<file path="config.mk">
export PLATFORM = sky130hd
export DESIGN_NAME = sram_burst_master_flat
export DESIGN_NICKNAME = d
export VERILOG_FILES = /design/src/rtl/sram_burst_master_if.sv /design/src/rtl/sram_burst_master.sv /design/src/flat_wrapper.sv
export SDC_FILE = /design/constraint.sdc
export NUM_CORES = 1
export LEC_CHECK = 0
export CORE_MARGIN = 4
export CORE_UTILIZATION = 56
export DETAILED_ROUTE_END_ITERATION = 6
export GPL_ROUTABILITY_DRIVEN = 0
export GPL_TIMING_DRIVEN = 0
export PLACE_DENSITY = 0.85
export SYNTH_ARGS = -nofsm -noshare
export SYNTH_HDL_FRONTEND = slang
export SYNTH_SLANG_ARGS = --single-unit
</file>
<file path="constraint.sdc">
create_clock -name clk -period 5.9 [get_ports clk]
set_input_delay 1.18 -clock clk [delete_from_list [all_inputs] [get_ports clk]]
set_output_delay 1.18 -clock clk [all_outputs]
set_load 0.01 [all_outputs]
</file>
<file path="src/rtl/sram_burst_master_if.sv">
// Bus bundle for sram_burst_master: command port, read/write word streams,
// memory-side request/response and status flags.
interface sram_burst_master_if #(
    parameter int unsigned DATA  = 32,
    parameter int unsigned ADDR  = 23,
    parameter int unsigned LEN_W = 16
);
    logic             cmd_valid;
    logic             cmd_ready;
    logic [ADDR-1:0]  cmd_rd_addr;
    logic [ADDR-1:0]  cmd_wr_addr;
    logic [LEN_W-1:0] cmd_len;

    logic [DATA-1:0]  src_data;
    logic             src_valid;
    logic             src_ready;

    logic [DATA-1:0]  snk_data;
    logic             snk_valid;
    logic             snk_ready;

    logic [ADDR-1:0]  address;
    logic             read;
    logic             write;
    logic [DATA-1:0]  writedata;
    logic [DATA-1:0]  readdata;
    logic             readdatavalid;
    logic             waitrequest;

    logic             busy;
    logic             done;
    logic             err;

    modport master (
        input  cmd_valid, cmd_rd_addr, cmd_wr_addr, cmd_len,
        input  src_ready, snk_data, snk_valid,
        input  readdata, readdatavalid, waitrequest,
        output cmd_ready, src_data, src_valid, snk_ready,
        output address, read, write, writedata,
        output busy, done, err
    );

    modport slave (
        output cmd_valid, cmd_rd_addr, cmd_wr_addr, cmd_len,
        output src_ready, snk_data, snk_valid,
        output readdata, readdatavalid, waitrequest,
        input  cmd_ready, src_data, src_valid, snk_ready,
        input  address, read, write, writedata,
        input  busy, done, err
    );
endinterface

</file>
<file path="src/rtl/sram_burst_master.sv">
// Burst mover: pipelined reads from SRAM into a word stream, then one-at-a-time
// writes from an inbound word stream back to SRAM, with a read-data FIFO.
module sram_burst_master #(
    parameter int unsigned DATA       = 32,
    parameter int unsigned ADDR       = 23,
    parameter int unsigned LEN_W      = 16,
    parameter int unsigned FIFO_DEPTH = 8
) (
    input  logic                clk,
    input  logic                reset,
    sram_burst_master_if.master bus
);
    localparam int unsigned PTR_W = $clog2(FIFO_DEPTH);
    localparam int unsigned CNT_W = PTR_W + 1;
    localparam int unsigned SUM_W = CNT_W + 1;

    typedef enum logic [2:0] {
        IDLE, RD_ISSUE, RD_DRAIN, WR_FETCH, WR_HOLD, FIN
    } state_e;

    state_e            state_q, state_d;
    logic [ADDR-1:0]   rd_ptr_q, rd_ptr_d;
    logic [ADDR-1:0]   wr_ptr_q, wr_ptr_d;
    logic [LEN_W-1:0]  len_q, len_d;
    logic [LEN_W-1:0]  issued_q, issued_d;
    logic [LEN_W-1:0]  written_q, written_d;
    logic [CNT_W-1:0]  outst_q, outst_d;
    logic [CNT_W-1:0]  cnt_q, cnt_d;
    logic [PTR_W-1:0]  head_q, head_d;
    logic [PTR_W-1:0]  tail_q, tail_d;
    logic [DATA-1:0]   fifo_q [FIFO_DEPTH];
    logic              err_q, err_d;

    logic              read_q, read_d;
    logic              write_q, write_d;
    logic [ADDR-1:0]   addr_q, addr_d;
    logic [DATA-1:0]   wdata_q, wdata_d;
    logic              src_valid_q, src_valid_d;
    logic              snk_ready_q, snk_ready_d;
    logic              busy_q, busy_d;
    logic              done_q, done_d;
    logic              cmd_ready_q, cmd_ready_d;

    logic              push, pop;

    always_ff @(posedge clk) begin
        if (reset) begin
            state_q     <= IDLE;
            rd_ptr_q    <= '0;
            wr_ptr_q    <= '0;
            len_q       <= '0;
            issued_q    <= '0;
            written_q   <= '0;
            outst_q     <= '0;
            cnt_q       <= '0;
            head_q      <= '0;
            tail_q      <= '0;
            err_q       <= 1'b0;
            read_q      <= 1'b0;
            write_q     <= 1'b0;
            addr_q      <= '0;
            wdata_q     <= '0;
            src_valid_q <= 1'b0;
            snk_ready_q <= 1'b0;
            busy_q      <= 1'b0;
            done_q      <= 1'b0;
            cmd_ready_q <= 1'b1;
        end else begin
            state_q     <= state_d;
            rd_ptr_q    <= rd_ptr_d;
            wr_ptr_q    <= wr_ptr_d;
            len_q       <= len_d;
            issued_q    <= issued_d;
            written_q   <= written_d;
            outst_q     <= outst_d;
            cnt_q       <= cnt_d;
            head_q      <= head_d;
            tail_q      <= tail_d;
            err_q       <= err_d;
            read_q      <= read_d;
            write_q     <= write_d;
            addr_q      <= addr_d;
            wdata_q     <= wdata_d;
            src_valid_q <= src_valid_d;
            snk_ready_q <= snk_ready_d;
            busy_q      <= busy_d;
            done_q      <= done_d;
            cmd_ready_q <= cmd_ready_d;
        end
    end

    // Storage only; occupancy lives in cnt_q/head_q/tail_q.
    always_ff @(posedge clk) begin
        if (push) begin
            fifo_q[tail_q] <= bus.readdata;
        end
    end

    always_comb begin
        state_d   = state_q;
        rd_ptr_d  = rd_ptr_q;
        wr_ptr_d  = wr_ptr_q;
        len_d     = len_q;
        issued_d  = issued_q;
        written_d = written_q;
        wdata_d   = wdata_q;
        head_d    = head_q;
        tail_d    = tail_q;
        err_d     = err_q;

        // Data with nothing in flight is stray: drop it and flag.
        push = bus.readdatavalid && (outst_q != '0);
        pop  = src_valid_q && bus.src_ready;
        if (bus.readdatavalid && (outst_q == '0)) begin
            err_d = 1'b1;
        end
        outst_d = outst_q + CNT_W'(read_q) - CNT_W'(push);
        cnt_d   = cnt_q + CNT_W'(push) - CNT_W'(pop);
        if (push) begin
            tail_d = tail_q + PTR_W'(1);
        end
        if (pop) begin
            head_d = head_q + PTR_W'(1);
        end

        case (state_q)
            IDLE: begin
                if (bus.cmd_valid && cmd_ready_q) begin
                    rd_ptr_d  = bus.cmd_rd_addr;
                    wr_ptr_d  = bus.cmd_wr_addr;
                    len_d     = bus.cmd_len;
                    issued_d  = '0;
                    written_d = '0;
                    state_d   = (bus.cmd_len == '0) ? FIN : RD_ISSUE;
                end
            end
            RD_ISSUE: begin
                if (read_q) begin
                    rd_ptr_d = rd_ptr_q + ADDR'(1);
                    issued_d = issued_q + LEN_W'(1);
                end
                if (issued_q == len_q) begin
                    state_d = RD_DRAIN;
                end
            end
            RD_DRAIN: begin
                if (outst_q == '0) begin
                    state_d = WR_FETCH;
                end
            end
            WR_FETCH: begin
                if (bus.snk_valid) begin
                    wdata_d = bus.snk_data;
                    state_d = WR_HOLD;
                end
            end
            WR_HOLD: begin
                if (!bus.waitrequest) begin
                    wr_ptr_d  = wr_ptr_q + ADDR'(1);
                    written_d = written_q + LEN_W'(1);
                    state_d   = ((written_q + LEN_W'(1)) == len_q) ? FIN : WR_FETCH;
                end
            end
            FIN:     state_d = IDLE;
            default: state_d = IDLE;
        endcase

        // Issue only while FIFO space covers every word already in flight.
        read_d      = (state_d == RD_ISSUE) && (issued_d < len_d) &&
                      ((SUM_W'(cnt_d) + SUM_W'(outst_d)) < SUM_W'(FIFO_DEPTH));
        write_d     = (state_d == WR_HOLD);
        addr_d      = read_d ? rd_ptr_d : (write_d ? wr_ptr_d : '0);
        src_valid_d = (cnt_d != '0);
        snk_ready_d = (state_d == WR_FETCH);
        busy_d      = (state_d != IDLE);
        cmd_ready_d = (state_d == IDLE);
        done_d      = (state_q == FIN);
    end

    assign bus.cmd_ready = cmd_ready_q;
    assign bus.src_data  = fifo_q[head_q];
    assign bus.src_valid = src_valid_q;
    assign bus.snk_ready = snk_ready_q;
    assign bus.address   = addr_q;
    assign bus.read      = read_q;
    assign bus.write     = write_q;
    assign bus.writedata = wdata_q;
    assign bus.busy      = busy_q;
    assign bus.done      = done_q;
    assign bus.err       = err_q;
endmodule

</file>
<file path="src/flat_wrapper.sv">
// flat-port wrapper written by rule: the top's interface ports become plain ports
module sram_burst_master_flat 
#(
    parameter int unsigned DATA       = 32,
    parameter int unsigned ADDR       = 23,
    parameter int unsigned LEN_W      = 16,
    parameter int unsigned FIFO_DEPTH = 8
)
  (clk, reset, bus_cmd_valid, bus_cmd_rd_addr, bus_cmd_wr_addr, bus_cmd_len, bus_src_ready, bus_snk_data, bus_snk_valid, bus_readdata, bus_readdatavalid, bus_waitrequest, bus_cmd_ready, bus_src_data, bus_src_valid, bus_snk_ready, bus_address, bus_read, bus_write, bus_writedata, bus_busy, bus_done, bus_err);
  sram_burst_master_if #(.DATA(DATA), .ADDR(ADDR), .LEN_W(LEN_W)) bus_i ();
  input  logic clk;
  input  logic reset;
  input wire logic [$bits(bus_i.cmd_valid)-1:0] bus_cmd_valid;
  input wire logic [$bits(bus_i.cmd_rd_addr)-1:0] bus_cmd_rd_addr;
  input wire logic [$bits(bus_i.cmd_wr_addr)-1:0] bus_cmd_wr_addr;
  input wire logic [$bits(bus_i.cmd_len)-1:0] bus_cmd_len;
  input wire logic [$bits(bus_i.src_ready)-1:0] bus_src_ready;
  input wire logic [$bits(bus_i.snk_data)-1:0] bus_snk_data;
  input wire logic [$bits(bus_i.snk_valid)-1:0] bus_snk_valid;
  input wire logic [$bits(bus_i.readdata)-1:0] bus_readdata;
  input wire logic [$bits(bus_i.readdatavalid)-1:0] bus_readdatavalid;
  input wire logic [$bits(bus_i.waitrequest)-1:0] bus_waitrequest;
  output wire logic [$bits(bus_i.cmd_ready)-1:0] bus_cmd_ready;
  output wire logic [$bits(bus_i.src_data)-1:0] bus_src_data;
  output wire logic [$bits(bus_i.src_valid)-1:0] bus_src_valid;
  output wire logic [$bits(bus_i.snk_ready)-1:0] bus_snk_ready;
  output wire logic [$bits(bus_i.address)-1:0] bus_address;
  output wire logic [$bits(bus_i.read)-1:0] bus_read;
  output wire logic [$bits(bus_i.write)-1:0] bus_write;
  output wire logic [$bits(bus_i.writedata)-1:0] bus_writedata;
  output wire logic [$bits(bus_i.busy)-1:0] bus_busy;
  output wire logic [$bits(bus_i.done)-1:0] bus_done;
  output wire logic [$bits(bus_i.err)-1:0] bus_err;
  assign bus_i.cmd_valid = bus_cmd_valid;
  assign bus_i.cmd_rd_addr = bus_cmd_rd_addr;
  assign bus_i.cmd_wr_addr = bus_cmd_wr_addr;
  assign bus_i.cmd_len = bus_cmd_len;
  assign bus_i.src_ready = bus_src_ready;
  assign bus_i.snk_data = bus_snk_data;
  assign bus_i.snk_valid = bus_snk_valid;
  assign bus_i.readdata = bus_readdata;
  assign bus_i.readdatavalid = bus_readdatavalid;
  assign bus_i.waitrequest = bus_waitrequest;
  assign bus_cmd_ready = bus_i.cmd_ready;
  assign bus_src_data = bus_i.src_data;
  assign bus_src_valid = bus_i.src_valid;
  assign bus_snk_ready = bus_i.snk_ready;
  assign bus_address = bus_i.address;
  assign bus_read = bus_i.read;
  assign bus_write = bus_i.write;
  assign bus_writedata = bus_i.writedata;
  assign bus_busy = bus_i.busy;
  assign bus_done = bus_i.done;
  assign bus_err = bus_i.err;
  sram_burst_master #(.DATA(DATA), .ADDR(ADDR), .LEN_W(LEN_W), .FIFO_DEPTH(FIFO_DEPTH)) u_core (.clk(clk), .reset(reset), .bus(bus_i));
endmodule
</file>
**Word-level counts from Yosys, hierarchy flattened**

Memory sizes are Yosys's and may differ from the RTL's. A register that Yosys moved wholly into a read port is not among the register bits.
Cells that the tools add are included.

- Memory bits (writable): 256
- Input bits: 133
- Memories: 1
- Logic and storage cells: 90
- Register bits after elaboration: 174
- Output and inout bits: 95

Memories:

| memory | words | width | read ports | clocked after memory_dff | wr ports | RTL line | text |
|---|---|---|---|---|---|---|---|
| u_core.fifo_q | 8 | 32 | 1 | 1 | 1 | sram_burst_master.sv:31 | `logic [DATA-1:0] fifo_q [FIFO_DEPTH];` |

- Equal/unequal tests: 12
- Order comparisons: 2
- Muxes and demuxes: 28
- Add/sub/neg operators: 11
- Reduce and logical (&&, ||, !) cells: 16

Operators by type and width:

| cell | count |
|---|---|
| 23-bit two-way mux | 6 |
| 16-bit two-way mux | 6 |
| 23-bit case mux with 2 select lines | 2 |
| 16-bit case mux with 2 select lines | 2 |
| 23-bit by 1-bit adder with 23-bit output, second input constant | 2 |
| 16-bit by 1-bit adder with 16-bit output, second input constant | 2 |
| 16-bit == test | 2 |
| 3-bit two-way mux | 9 |
| 16-bit logical NOT | 1 |
| 16-bit less-than comparator | 1 |
| 3-bit case mux with 5 select lines | 1 |
| 3-bit by 2-bit == test with 1-bit output, second input constant | 3 |
| 3-bit == test, second input constant | 3 |
| 4-bit by 1-bit adder with 4-bit output | 2 |
| 4-bit nonzero test | 2 |
| 4-bit by 1-bit subtractor with 4-bit output | 2 |
| 3-bit by 1-bit adder with 3-bit output, second input constant | 2 |
| 3-bit by 1-bit == test with 1-bit output, second input constant | 2 |
| 1-bit logical AND | 6 |
| 3-bit logical NOT | 2 |
| 4-bit by 4-bit adder with 5-bit output | 1 |
| 5-bit by 4-bit less-than comparator with 1-bit output, second input constant | 1 |
| 4-bit logical NOT | 1 |
| 3-bit AND reduction | 1 |
| 6 further kinds | 7 |

**Logic depth before layout (Yosys ltp)**

- Depth after elaboration: 9
- Mapped depth: 18

**Worst setup path before layout**

OpenSTA, ideal clock, no wires.

- Path type: input -> register
- Start point: input bus_cmd_valid
- End point: register u_core.addr_q[7], in the netlist u_core.bus.address[7]
- Library setup time: 87 ps
- Path buffers: 3
- Arrival: 4380 ps
- Slack: 1433 ps
- Stages: 14
- Cells stage by stage: nand4bb_4 nor2_1 clkbuf_1 buf_1 mux2i_1 ha_1 a21oi_1 nor2b_1 o21ai_0 nand4_1 or3_1 a2111o_1 buf_6 o31ai_1

- Word-level cells in the longest chain between the ends: 7
- Elaborated cells between the ends (all ways): 18
- Those cells by class: order compare: 1; eq/ne: 2; mux: 12; reduce/logical: 3

Ends and longest elaborated chain:

| what | RTL line | text |
|---|---|---|
| start: declaration | flat_wrapper.sv:13 | `input wire logic [$bits(bus_i.cmd_valid)-1:0] bus_cmd_valid;` |
| 1-bit logical AND * | sram_burst_master.sv:128 | `if (bus.cmd_valid && cmd_ready_q) begin` |
| 16-bit two-way mux or 3-bit two-way mux (tied branches) | sram_burst_master.sv:128 |  |
| 16-bit case mux with 2 select lines, or another cell as far along | sram_burst_master.sv:126 | `case (state_q)` |
| 16-bit less-than comparator or 3-bit by 1-bit == test with 1-bit output (tied branches) | sram_burst_master.sv:169 | `read_d = (state_d == RD_ISSUE) && (issued_d < len_d) &&` |
| 1-bit logical AND (2 in series) | sram_burst_master.sv:169 |  |
| 23-bit two-way mux * | sram_burst_master.sv:172 | `addr_d = read_d ? rd_ptr_d : (write_d ? wr_ptr_d : '0);` |
| end signal: assignment | sram_burst_master.sv:82 | `addr_q <= addr_d;` |
| end: declaration | sram_burst_master.sv:36 | `logic [ADDR-1:0] addr_q, addr_d;` |

Every way passes the cells marked *; elsewhere a longest branch is shown, timed or not.
A chain may end at the register's enable or synchronous reset.

**Worst setup path in the final report**

- Start point: input bus_cmd_valid
- End point: register u_core.addr_q[17], in the netlist u_core.bus.address[17]

Same word-level chain as after synthesis.

==> summary.md <==
| Metric | Value |
|---|---|
| Critical path required time | `6280 ps` |
| Top cells by count, synth | `256 x edfxtp_1, 185 x nand2_1, 177 x dfxtp_1` |
| Post-synth EDFFs | `between 200 and 300` |
| Routed via count | `about 14000` |
| Clk Latency, worst-skew pair | `550 ps` |
| Largest net degree at the start of global routing | `22` |
| Class of the tightest hold or removal check | `flip-flop to flip-flop` |
| Fillers | `2200` |
| Final ANT Viol Nets | `0` |
| CP arrival | `just over 6000 ps` |
| Vias in the first global route | `14366` |
| Max Freq | `around 170 MHz` |
| Top Ports | `between 200 and 250` |
| Initial Utilization | `approximately 57%` |
| Non-filler cells, final | `between 2000 and 2500` |
| Top Metal Used | `met5` |
| Clock Path Buffers | `3` |
| Die Height | `between 150 and 200 um` |
| Port bufs | `roughly 230` |
| Final WL | `around 54000 um` |
| DRT met1 WL | `~20000 um` |
| Int Power | `approximately 6.1 mW` |
| Row cnt | `between 60 and 70` |
| Clock Sinks | `approximately 430` |
| Synth Net Count | `1699` |
| Final nets | `1983` |
| Worst Hold Endpoint | `u_core.bus.writedata[6]$_SDFFE_PP0P_` |
| P per Cell Area | `~370 mW/mm^2` |
| Reg power frac | `roughly two fifths` |
| DP Wirelength | `around 37000 um` |
| Status | `finished, final reports clean` |
| Top_reg_cell synth | `edfxtp_1` |
| Peak supply drop | `217 uV` |
| CORE AREA | `0.0329 mm^2` |
| Actual slew at the worst max-slew pin | `between 1000 and 1500 ps` |
| DRT iter0 DRCs | `between 1500 and 2000` |
| Design area | `between 0.02 and 0.025 mm^2` |
| Yosys cell types | `73` |
| Hold depth | `2` |
| Setup ws final | `around 110 ps` |
| RSZ-0062 raised after global routing | `false` |
| CTS tree | `yes` |
| Initial antenna violation count | `4` |
| Total negative slack | `0 ps` |
| Clock share of power | `31.0%` |
| Synth top area share | `40.7%` |
| First-pass GRT wire length | `82300 um` |
| Hold slack | `approximately 460 ps` |
| Static Leak | `~8 nW` |
| Syn Inst Count | `1531` |
| Final setup fails | `0` |
| Area after DPL | `about 0.022 mm^2` |
| Hold_sp | `u_core.bus.writedata[6]$_SDFFE_PP0P_` |
| Net switching power figure | `2.59 mW` |
| Routed len/inst | `about 24 um` |
| Resized Gates After CTS | `0` |
| Worst reg2reg endpoint | `u_core.bus.address[17]$_SDFF_PP0_` |
| Crit end category | `flip-flop` |
| Ys Warns | `0` |
| FF-to-FF setup slack | `roughly 760 ps` |
| Cts bufs inserted | `43` |
| DIE AREA | `0.0367 mm^2` |
| Layout cell share with drive strength beyond 1 | `around an eighth` |
| CTS Root Cell | `clkbuf_16` |
| Count leader, synth | `edfxtp_1` |
| Final Hold Viols | `0` |
| Worst-path fanout max | `10` |
| Switching part of the total | `about 30%` |
| Syn avg cell area | `between 10 and 15 um^2` |
| Yosys top cell by area | `edfxtp_1` |
| Syn-to-layout area delta | `23.6%` |
| Post-route DRC | `0` |
| H-tree Lvls | `2` |
| # hold bufs at CTS | `0` |
| Setup CP Type | `primary input to flip-flop` |
| Worst Reg-to-Reg Cells | `14` |
| Slew Viols, Final | `0` |
| Comb pwr share | `~27%` |
| Setup Buffers After CTS | `0` |
| Maxcap violations | `0` |
| Largest cells by area after synthesis | `edfxtp_1 41%, dfxtp_1 19%, mux4_2 7.6%` |
| Worst slew margin | `between 20% and 30%` |
| Synth async-reset ratio | `0%` |
| Routed length on met3 | `between 5000 and 6000 um` |
| Crit path time final | `between 5000 and 6000 ps` |
| Seq cells post-synth | `433` |
| Worst Skew | `21.4 ps` |
| Multi-input combinational cell area | `0.00723 mm^2` |
| Total GRT Usage | `about 29%` |
| Period utilisation layout | `between 90% and 100%` |
| CP Launch Type | `primary input` |
| Reg clk slew, reported paths | `approximately 70 ps` |
| TritonRoute pass-1 iters | `6` |
| Post-Syn Area | `approximately 0.019 mm^2` |
| Metal2 WL | `approximately 27000 um` |
| Setup Slack @ Placement | `-365 ps` |
| Placed cells | `approximately 2200` |
| RR Startpoint | `u_core.state_q[2]$_SDFF_PP0_` |
| Gr ovfl total | `0` |
| Via/cell ratio | `~6.2` |
| Die X | `around 190 um` |
| Reg area | `0.0112 mm^2` |
| Sequential share of the synthesized area | `between 50% and 60%` |
-- kinds of logic (layout without fill, tap and decap cells) --
| family | count (synthesis) | after routing | synth area share [%] |
|---|---|---|---|
| XOR/XNOR | 56 | 56 | 2.60 |
| multiplexers | 118 | 118 | 10.7 |
| flip-flops | 433 | 433 | 59.5 |
| other | 0 | 2 | 0 |
| buffers and inverters | 122 | 437 | 2.54 |
| AO/OA/AOI/OAI | 280 | 280 | 9.51 |
| AND/OR/NAND/NOR | 487 | 487 | 12.8 |
| adder cells (fa/ha/maj) | 35 | 35 | 2.40 |
-- stage by stage --
stage	utilization [%]	total power [mW]
2_1_floorplan	-	5.07
5_1_grt	71.0	9.07
3_3_place_gp	66.1	5.91
3_5_place_dp	66.8	6.00
6_report	71.0	8.71
4_1_cts	71.0	8.74
-- cells in the final DEF, fill, tap and decap left out, drive strengths merged, types with 10 or more instances in the layout --
cell type	n
edfxtp	256
clkdlybuf4s50	227
nand2	185
dfxtp	177
clkbuf	114
a21oi	91
nor2	90
o21ai	70
mux4	64
buf	38
mux2	34
inv	34
ha	33
xor2	31
nor2b	30
nor4	28
nand3	28
nand4	27
xnor2	25
mux2i	20
clkinv	20
a31oi	18
o211ai	17
nor3	17
nand2b	15
o31ai	14
and3	11
a22oi	11
or3	10
-- how the worst max path moves through the flow --
stage | start | endpoint | cells after the start | slack (ps)
2_1_floorplan | bus_cmd_valid | u_core.bus.address[7]$_SDFF_PP0_ | 14 | 1430
3_3_place_gp | bus_readdatavalid | u_core.fifo_q[0][12]$_DFFE_PP_ | 5 | -1110
3_5_place_dp | bus_cmd_valid | u_core.bus.address[17]$_SDFF_PP0_ | 14 | -360
4_1_cts | bus_cmd_valid | u_core.bus.address[17]$_SDFF_PP0_ | 14 | 150
5_1_grt | bus_cmd_valid | u_core.bus.address[17]$_SDFF_PP0_ | 14 | 30
6_report | bus_cmd_valid | u_core.bus.address[17]$_SDFF_PP0_ | 14 | 110
-- worst max-delay path: stages --
cell,delay (ps)
clkdlybuf4s50_1,580
nand4bb_4,190
nor2_1,470
clkbuf_1,550
clkbuf_1,540
mux2i_1,340
ha_1,290
a21oi_1,140
o21ai_0,100
nand2_1,110
nand4_1,190
or3_1,430
a2111o_1,500
o41ai_1,550
-- power groups by stage --
stage	Clock [mW]	Sequential, mW	Combinational, mW
2_1_floorplan	0	3.68	1.39
3_3_place_gp	0	3.69	2.21
3_5_place_dp	0	3.70	2.31
4_1_cts	2.74	3.64	2.36
5_1_grt	2.86	3.67	2.54
6_report	2.70	3.65	2.36
-- sequential cells by signal (all words and copies together), names as in the netlist, 3 cells and up, named ones only --
name,cells
u_core.bus.address,23
u_core.bus.writedata,32
u_core.cnt_q,4
u_core.fifo_q,256
u_core.head_q,3
u_core.issued_q,16
u_core.len_q,16
u_core.outst_q,4
u_core.rd_ptr_q,23
u_core.state_q,3
u_core.tail_q,3
u_core.wr_ptr_q,23
u_core.written_q,16
-- metal layers --
metal | vias up | track usage, %
met1 | 6894 | 37.0
met5 | - | 0
met4 | 6 | 10.3
met3 | 158 | 5.67
li1 | 6339 | -
met2 | 886 | 50.2
-- final cells by class --
type / instances / share of cell area (%)
Antenna cell: 2 / 0.0214
Buffer: 91 / 1.56
Clock buffer: 49 / 4.79
Clock inverter: 27 / 1.13
Inverter: 31 / 0.498
Multi-Input combinational cell: 976 / 31.0
Sequential cell: 433 / 48.1
Tap cell: 442 / 2.37
Timing Repair Buffer: 239 / 10.6
Note: power is estimated with default switching activity, not from simulation.
